--- src/rtl/carry_select_adder_pipe_pkg.sv ---
// -----------------------------------------------------------------------------
// csa_pkg
// Shared helpers for the pipelined carry-select adder.
//   nblk(width, blk)   : number of carry-select blocks
//   cfg_ok(width, blk) : legal geometry (blk >= 1, width a non-zero multiple of blk)
// The per-block conditional-sum record (csa_blk_t) depends on BLK, so it is
// declared inside the top module where BLK is known.
// -----------------------------------------------------------------------------
package csa_pkg;

  function automatic int nblk(input int width, input int blk);
    return width / blk;
  endfunction

  function automatic bit cfg_ok(input int width, input int blk);
    return (blk >= 1) && (width >= blk) && ((width % blk) == 0);
  endfunction

endpackage

--- src/rtl/carry_select_adder_pipe_if.sv ---
// -----------------------------------------------------------------------------
// carry_select_adder_pipe_if
// Operand/result stream bundle for carry_select_adder_pipe.
//   master : the environment (drives operands and out_ready)
//   slave  : the adder (drives in_ready and results)
// Handshake: a beat moves on a rising edge where valid & ready are both 1.
// A producer holding valid keeps its payload stable until the beat moves;
// ready may depend combinationally on downstream ready, never on valid.
// Optional macro CSA_OVF_FLAG_EN adds the ovf result bit.
// -----------------------------------------------------------------------------
interface carry_select_adder_pipe_if #(
  parameter int WIDTH = 32
);
  logic             in_valid;
  logic             in_ready;
  logic [WIDTH-1:0] a;
  logic [WIDTH-1:0] b;
  logic             cin;
  logic             out_valid;
  logic             out_ready;
  logic [WIDTH-1:0] sum;
  logic             cout;
`ifdef CSA_OVF_FLAG_EN
  logic             ovf;
`endif

  modport master (
    output in_valid, a, b, cin, out_ready,
    input  in_ready, out_valid, sum, cout
`ifdef CSA_OVF_FLAG_EN
    , input ovf
`endif
  );

  modport slave (
    input  in_valid, a, b, cin, out_ready,
    output in_ready, out_valid, sum, cout
`ifdef CSA_OVF_FLAG_EN
    , output ovf
`endif
  );

endinterface

--- src/rtl/carry_select_adder_pipe_csel_block.sv ---
// -----------------------------------------------------------------------------
// csel_block
// One BLK-wide conditional-sum block: computes both candidate results for
// carry-in 0 and carry-in 1 at BLK+1 bits (no sign extension).
//   a_i, b_i : block operand slices
//   s0_o/c0_o: sum/carry assuming carry-in 0
//   s1_o/c1_o: sum/carry assuming carry-in 1
// -----------------------------------------------------------------------------
module csel_block #(
  parameter int BLK = 8
) (
  input  logic [BLK-1:0] a_i,
  input  logic [BLK-1:0] b_i,
  output logic [BLK-1:0] s0_o,
  output logic [BLK-1:0] s1_o,
  output logic           c0_o,
  output logic           c1_o
);
  logic [BLK:0] r0;
  logic [BLK:0] r1;

  assign r0 = {1'b0, a_i} + {1'b0, b_i};
  // a+b+1 never exceeds 2^(BLK+1)-1, so r0+1 cannot wrap.
  assign r1 = r0 + {{BLK{1'b0}}, 1'b1};

  assign {c0_o, s0_o} = r0;
  assign {c1_o, s1_o} = r1;
endmodule

--- src/rtl/carry_select_adder_pipe.sv ---
// -----------------------------------------------------------------------------
// carry_select_adder_pipe
// Two-stage pipelined carry-select adder with a valid/ready stream.
//   Stage 1: NBLK csel_block instances produce conditional sums; registered
//            together with cin.
//   Stage 2: carry-select mux chain picks each block's result; registers
//            sum/cout (and ovf when enabled).
// Ports:
//   clk    : rising-edge clock
//   rst_n  : synchronous active-low reset, flushes both stages
//   bus    : carry_select_adder_pipe_if.slave (a, b, cin in; sum, cout out)
// Parameters: WIDTH (multiple of BLK), BLK (bits per block).
// Optional macro CSA_OVF_FLAG_EN: adds registered signed-overflow flag ovf.
// -----------------------------------------------------------------------------
module carry_select_adder_pipe
  import csa_pkg::*;
#(
  parameter int WIDTH = 32,
  parameter int BLK   = 8
) (
  input logic                     clk,
  input logic                     rst_n,
  carry_select_adder_pipe_if.slave bus
);
  localparam int NBLK = nblk(WIDTH, BLK);

  if (!cfg_ok(WIDTH, BLK)) begin : g_cfg_err
    $error("carry_select_adder_pipe: WIDTH must be a non-zero multiple of BLK");
  end

  typedef struct packed {
    logic [BLK-1:0] s0;
    logic [BLK-1:0] s1;
    logic           c0;
    logic           c1;
  } csa_blk_t;

  // Pipeline control
  logic en1;
  logic en2;
  logic s1_v_q;
  logic s2_v_q;

  // Stage 1 datapath
  csa_blk_t blk_d [NBLK];
  csa_blk_t blk_q [NBLK];
  logic     cin_q;

  // Stage 2 datapath
  logic [NBLK:0]    sel;
  logic [WIDTH-1:0] sum_d;
  logic             cout_d;
  logic [WIDTH-1:0] sum_q;
  logic             cout_q;

  // A stage may load when it is empty or its content moves on this edge.
  assign en2 = !s2_v_q || bus.out_ready;
  assign en1 = !s1_v_q || en2;

  for (genvar k = 0; k < NBLK; k++) begin : g_blk
    logic [BLK-1:0] s0_w;
    logic [BLK-1:0] s1_w;
    logic           c0_w;
    logic           c1_w;

    csel_block #(.BLK(BLK)) u_csel (
      .a_i  (bus.a[k*BLK +: BLK]),
      .b_i  (bus.b[k*BLK +: BLK]),
      .s0_o (s0_w),
      .s1_o (s1_w),
      .c0_o (c0_w),
      .c1_o (c1_w)
    );

    assign blk_d[k] = '{s0: s0_w, s1: s1_w, c0: c0_w, c1: c1_w};
  end

  always_ff @(posedge clk) begin
    if (!rst_n) begin
      s1_v_q <= 1'b0;
      cin_q  <= 1'b0;
      for (int k = 0; k < NBLK; k++) blk_q[k] <= '0;
    end else if (en1) begin
      s1_v_q <= bus.in_valid;
      if (bus.in_valid) begin
        blk_q <= blk_d;
        cin_q <= bus.cin;
      end
    end
  end

  // Carry-select chain: each block's registered carry-in picks its candidate.
  always_comb begin
    sel    = '0;
    sum_d  = '0;
    sel[0] = cin_q;
    for (int k = 0; k < NBLK; k++) begin
      sum_d[k*BLK +: BLK] = sel[k] ? blk_q[k].s1 : blk_q[k].s0;
      sel[k+1]            = sel[k] ? blk_q[k].c1 : blk_q[k].c0;
    end
    cout_d = sel[NBLK];
  end

  always_ff @(posedge clk) begin
    if (!rst_n) begin
      s2_v_q <= 1'b0;
      sum_q  <= '0;
      cout_q <= 1'b0;
    end else if (en2) begin
      s2_v_q <= s1_v_q;
      if (s1_v_q) begin
        sum_q  <= sum_d;
        cout_q <= cout_d;
      end
    end
  end

`ifdef CSA_OVF_FLAG_EN
  // Carry into the MSB is a^b^sum at that bit, so (cin_msb ^ cout) reduces
  // to: operands share a sign and the selected sum's sign differs from it.
  logic a_msb_q;
  logic b_msb_q;
  logic ovf_d;
  logic ovf_q;

  always_ff @(posedge clk) begin
    if (!rst_n) begin
      a_msb_q <= 1'b0;
      b_msb_q <= 1'b0;
    end else if (en1 && bus.in_valid) begin
      a_msb_q <= bus.a[WIDTH-1];
      b_msb_q <= bus.b[WIDTH-1];
    end
  end

  assign ovf_d = (a_msb_q == b_msb_q) && (sum_d[WIDTH-1] != a_msb_q);

  always_ff @(posedge clk) begin
    if (!rst_n) begin
      ovf_q <= 1'b0;
    end else if (en2 && s1_v_q) begin
      ovf_q <= ovf_d;
    end
  end

  assign bus.ovf = ovf_q;
`endif

  assign bus.in_ready  = en1;
  assign bus.out_valid = s2_v_q;
  assign bus.sum       = sum_q;
  assign bus.cout      = cout_q;
endmodule
--- src/flat_wrapper.sv ---
// flat-port wrapper written by rule: the top's interface ports become plain ports
module carry_select_adder_pipe_flat import csa_pkg::*;
#(
  parameter int WIDTH = 32,
  parameter int BLK   = 8
)
  (clk, rst_n, bus_in_valid, bus_a, bus_b, bus_cin, bus_out_ready, bus_in_ready, bus_out_valid, bus_sum, bus_cout);
  carry_select_adder_pipe_if #(.WIDTH(WIDTH)) bus_i ();
  input logic clk;
  input logic rst_n;
  input wire logic [$bits(bus_i.in_valid)-1:0] bus_in_valid;
  input wire logic [$bits(bus_i.a)-1:0] bus_a;
  input wire logic [$bits(bus_i.b)-1:0] bus_b;
  input wire logic [$bits(bus_i.cin)-1:0] bus_cin;
  input wire logic [$bits(bus_i.out_ready)-1:0] bus_out_ready;
  output wire logic [$bits(bus_i.in_ready)-1:0] bus_in_ready;
  output wire logic [$bits(bus_i.out_valid)-1:0] bus_out_valid;
  output wire logic [$bits(bus_i.sum)-1:0] bus_sum;
  output wire logic [$bits(bus_i.cout)-1:0] bus_cout;
  assign bus_i.in_valid = bus_in_valid;
  assign bus_i.a = bus_a;
  assign bus_i.b = bus_b;
  assign bus_i.cin = bus_cin;
  assign bus_i.out_ready = bus_out_ready;
  assign bus_in_ready = bus_i.in_ready;
  assign bus_out_valid = bus_i.out_valid;
  assign bus_sum = bus_i.sum;
  assign bus_cout = bus_i.cout;
  carry_select_adder_pipe #(.WIDTH(WIDTH), .BLK(BLK)) u_core (.clk(clk), .rst_n(rst_n), .bus(bus_i));
endmodule
--- config.mk ---
export PLATFORM = sky130hd
export DESIGN_NAME = carry_select_adder_pipe_flat
export DESIGN_NICKNAME = d
export VERILOG_FILES = /design/src/rtl/carry_select_adder_pipe_pkg.sv /design/src/rtl/carry_select_adder_pipe_if.sv /design/src/rtl/carry_select_adder_pipe_csel_block.sv /design/src/rtl/carry_select_adder_pipe.sv /design/src/flat_wrapper.sv
export SDC_FILE = /design/constraint.sdc
export NUM_CORES = 1
export LEC_CHECK = 0
export ABC_AREA = 1
export CAP_MARGIN = 20
export CORE_UTILIZATION = 39
export DETAILED_ROUTE_END_ITERATION = 12
export PLACE_DENSITY_LB_ADDON = 0.08
export SLEW_MARGIN = 20
export SYNTH_ARGS = -nofsm -noshare
export SYNTH_HDL_FRONTEND = slang
export SYNTH_SLANG_ARGS = --single-unit
--- constraint.sdc ---
create_clock -name clk -period 2.65 [get_ports clk]
set_input_delay 0.53 -clock clk [delete_from_list [all_inputs] [get_ports clk]]
set_output_delay 0.53 -clock clk [all_outputs]
set_load 0.005 [all_outputs]
==> results_dict.tcl <==
set metrics [dict create \
    dp.final_hpwl_mm 9.76 \
    max_freq_mhz 418 \
    globalRouteMet2Util_pct 29.3 \
    synth_top_area_cell "dfxtp_1" \
    synth_top_flop_cell "dfxtp_1" \
    netlist_top_cells_count "240 x nand2_1, 147 x inv_1, 108 x dfxtp_1, 74 x nand3_1, 70 x nor2_1" \
    async_flop_share_pct 0 \
    final_layout_size_suffix_gt1_share_pct 6.05 \
    place_congestion 0.764 \
    dieHeight_um 129 \
    drtIter0Drc 280 \
    grt_overflow 0 \
    max_stage_delay_ps 460 \
    cts_clock_pin_slew_for_the_worst_setup_and_hold_paths_ps 70 \
    worst_setup_slack_after_placement_ps -122 \
    die_x_um 129 \
    yosys.cell_count.top_type "nand2_1" \
    part_of_the_yosys_area_used_for_sequential_elements_pct 34.5 \
    regToRegStartpoint "u_core.cin_q" \
    avgSynthCellArea_um2 6.72 \
    vias 5890 \
    worstPathMaxFanout 3 \
    post_drt_wl_per_cell_um 10.9 \
    io-pin-count 104 \
    critical-path-slowest-cell "clkdlybuf4s50_1" \
    hp-class "register to register" \
    numPortBuffers 103 \
    arrival_ps 2650 \
    synth_top_cells_by_area "dfxtp_1 35%, nand2_1 14%, inv_1 8.8%, ha_1 7.2%, o211ai_1 6.1%" \
    synth_enable_flop_cells 0 \
    clock_insertion_delay_worst_skew_ps 350 \
    critical_path.startpoint_type "input port" \
    drt_drc_violations_left 0 \
    max-clock-path-buffers 2 \
    area_growth_pct 26.6 \
    layout_worst_path_cycle_share_pct 90.3 \
    timing.hold.worst.start "u_core.blk_q[20]" \
    worst-slew-pin-transition_ps 789 \
    clock-skew-final_ps 7.13 \
    cts_tree "yes" \
    syn_inst 932 \
    critical_path_type "input port to register" \
    rsz_0062_raised_after_global_routing "no" \
    final_antenna_net_count 0 \
    power-per-cell-area_mw_per_mm2 540 \
    worst_slack_ps 256 \
    max_cap_violations 0 \
    final_max_slew_viol_count 0 \
    grt_met1_usage_pct 23.9 \
    gr-usage-met3_pct 2.54 \
    n_antenna_cell 0 \
    number_of_register_bits_inferred_by_synthesis 108 \
    track_usage_pct 17.7 \
    yosysWarnings 0 \
    power.total_w 0.00428 \
    totalNegativeSetupSlack_ps 0 \
    final_period_minus_worst_setup_slack_ps 2390 \
    nets 1146 \
    synthDistinctLibCells 30 \
    clock_sink_count 108 \
    drtPass1Iterations 4 \
    numCtsBuffers 9 \
    setup_viol 0 \
    cellLeakagePower_nw 3.94 \
    htree_levels 3 \
    hold_slack_ps 467 \
    synth_largest_type_area_fraction_pct 34.5 \
    global_route.peak_usage_layer "met2" \
    synth.net_count 1041 \
    fp-row-count 45 \
    grt_antenna_before_repair 0 \
    max-vdd-ir-drop_v 0.000361 \
    worst_path_dominant_cell_family "adder cells" \
    cp_num_buf_inv 5 \
    postCtsSetupBuffers 0 \
    core_ar_mm2 0.0154 \
    num-fill-cells 1651 \
    crit_path_cell_trace "clkdlybuf4s50_1 -> ha_1 -> inv_1 -> fa_1 -> inv_1 -> ha_1 -> inv_1 -> nor2_1 -> nand3_1 -> nor2_1 -> nand3_1 -> nand2_1 -> nand3_1 -> nand2_1 -> inv_1" \
    run_status "complete, no violations" \
    cp_data_required_time_ps 2910 \
    cpMostUsedCell "inv_1" \
    routed_wl_mm 13.7 \
    post_synthesis_instance_area_mm2 0.00626 \
    largest_net_degree_at_the_start_of_global_routing 80 \
    worstSetupStartpoint "bus_b[0]" \
    vias_per_cell 4.70 \
    vias_in_the_first_global_route 5254 \
    grt_first_pass_wirelength_mm 23.9 \
    die_area_mm2 0.0166 \
    initial_core_util_pct 40.6 \
    ctsRootBufferMaster "clkbuf_16" \
    endpoint_kind "register" \
    max_slew_headroom_pct 47.4 \
    hold_viol_final 0 \
]
## area by class of cell
type / count / area, µm² / share of cell area [%]
clock buffer: 9 / 225 / 2.84
clock inverter: 7 / 60.1 / 0.757
inverter: 161 / 614 / 7.74
multi-input combinational: 626 / 3330 / 42.0
sequential: 108 / 2160 / 27.3
tap: 211 / 264 / 3.33
timing repair buffer: 131 / 1270 / 16.1
## report_power, final
group / internal, W / switching [W] / total [W]
combinational: 0.000516 / 0.000632 / 0.00115
sequential: 0.00177 / 0.0000692 / 0.00184
clock: 0.000653 / 0.000645 / 0.00130
## per-stage QoR
step | utilization (%) | instances | instance area (µm²)
global route | 51.4 | 1253 | 7930
detailed placement | 49.6 | 1237 | 7640
floorplan | - | 932 | 6260
global placement | 49.6 | 1237 | 7640
CTS | 51.4 | 1253 | 7930
finish | 51.4 | 1253 | 7930
## sequential cells by signal, indices dropped and copies added, names as in the netlist
name and cells:
u_core.bus.sum 32, u_core.bus.cout 1, u_core.s1_v_q 1, u_core.blk_q 72
u_core.cin_q 1, u_core.bus.out_valid 1
## placed cells by master (no fill, tap or decap), types with 9 or more instances in the layout
cell type and count:
nand4_1 9, o211ai_1 51, a31oi_1 9, clkbuf_16 9, a21oi_1 50, nand2_1 240
ha_1 36, o21ai_0 43, inv_1 147, nor2_1 69, o21ai_1 11, inv_2 9
dfxtp_1 108, buf_4 25, clkdlybuf4s50_1 102, nand3_1 74
## worst register-to-register path, cell delays in order, from the launching register on
cell,delay (ps)
dfxtp_1,550
inv_6,110
nand2_4,80
nand2_4,120
nand2_1,140
o21ai_4,120
o21ai_4,360
inv_6,110
nand2_1,80
nand3_1,90
o211ai_1,100
inv_1,50
## cells by family (layout without fill, tap and decap cells)
family,count (synthesis),count (layout),synth area share (%)
simple gates,406,406,26.9
buf+inv,198,308,12.3
compound gates,166,166,15.8
flops,108,108,34.5
fa+ha+maj,40,40,8.47
xor+xnor,14,14,1.96
## timing repair
action                                  CTS  global route
hold buffers                              0             0
gates resized for setup                   0             1
endpoints found under the setup margin    0             1
## metal layers
| layer | wire, µm | vias up | part of all wire [%] |
|---|---|---|---|
| li1 | - | 3201 | - |
| met1 | 6880 | 2589 | 50 |
| met2 | 6330 | 90 | 46 |
| met3 | 368 | 10 | 2.7 |
| met4 | 135 | 0 | 0.98 |
| met5 | 0 | - | 0 |
## worst paths after layout
check	to	slack, ps	cells past startpoint
max	u_core.blk_q[54]	260	15
min	u_core.blk_q[20]	470	2
max reg2reg	u_core.bus.sum[28]	660	11
min reg2reg	u_core.blk_q[20]	470	2
Power figures use the tool's default switching activity.
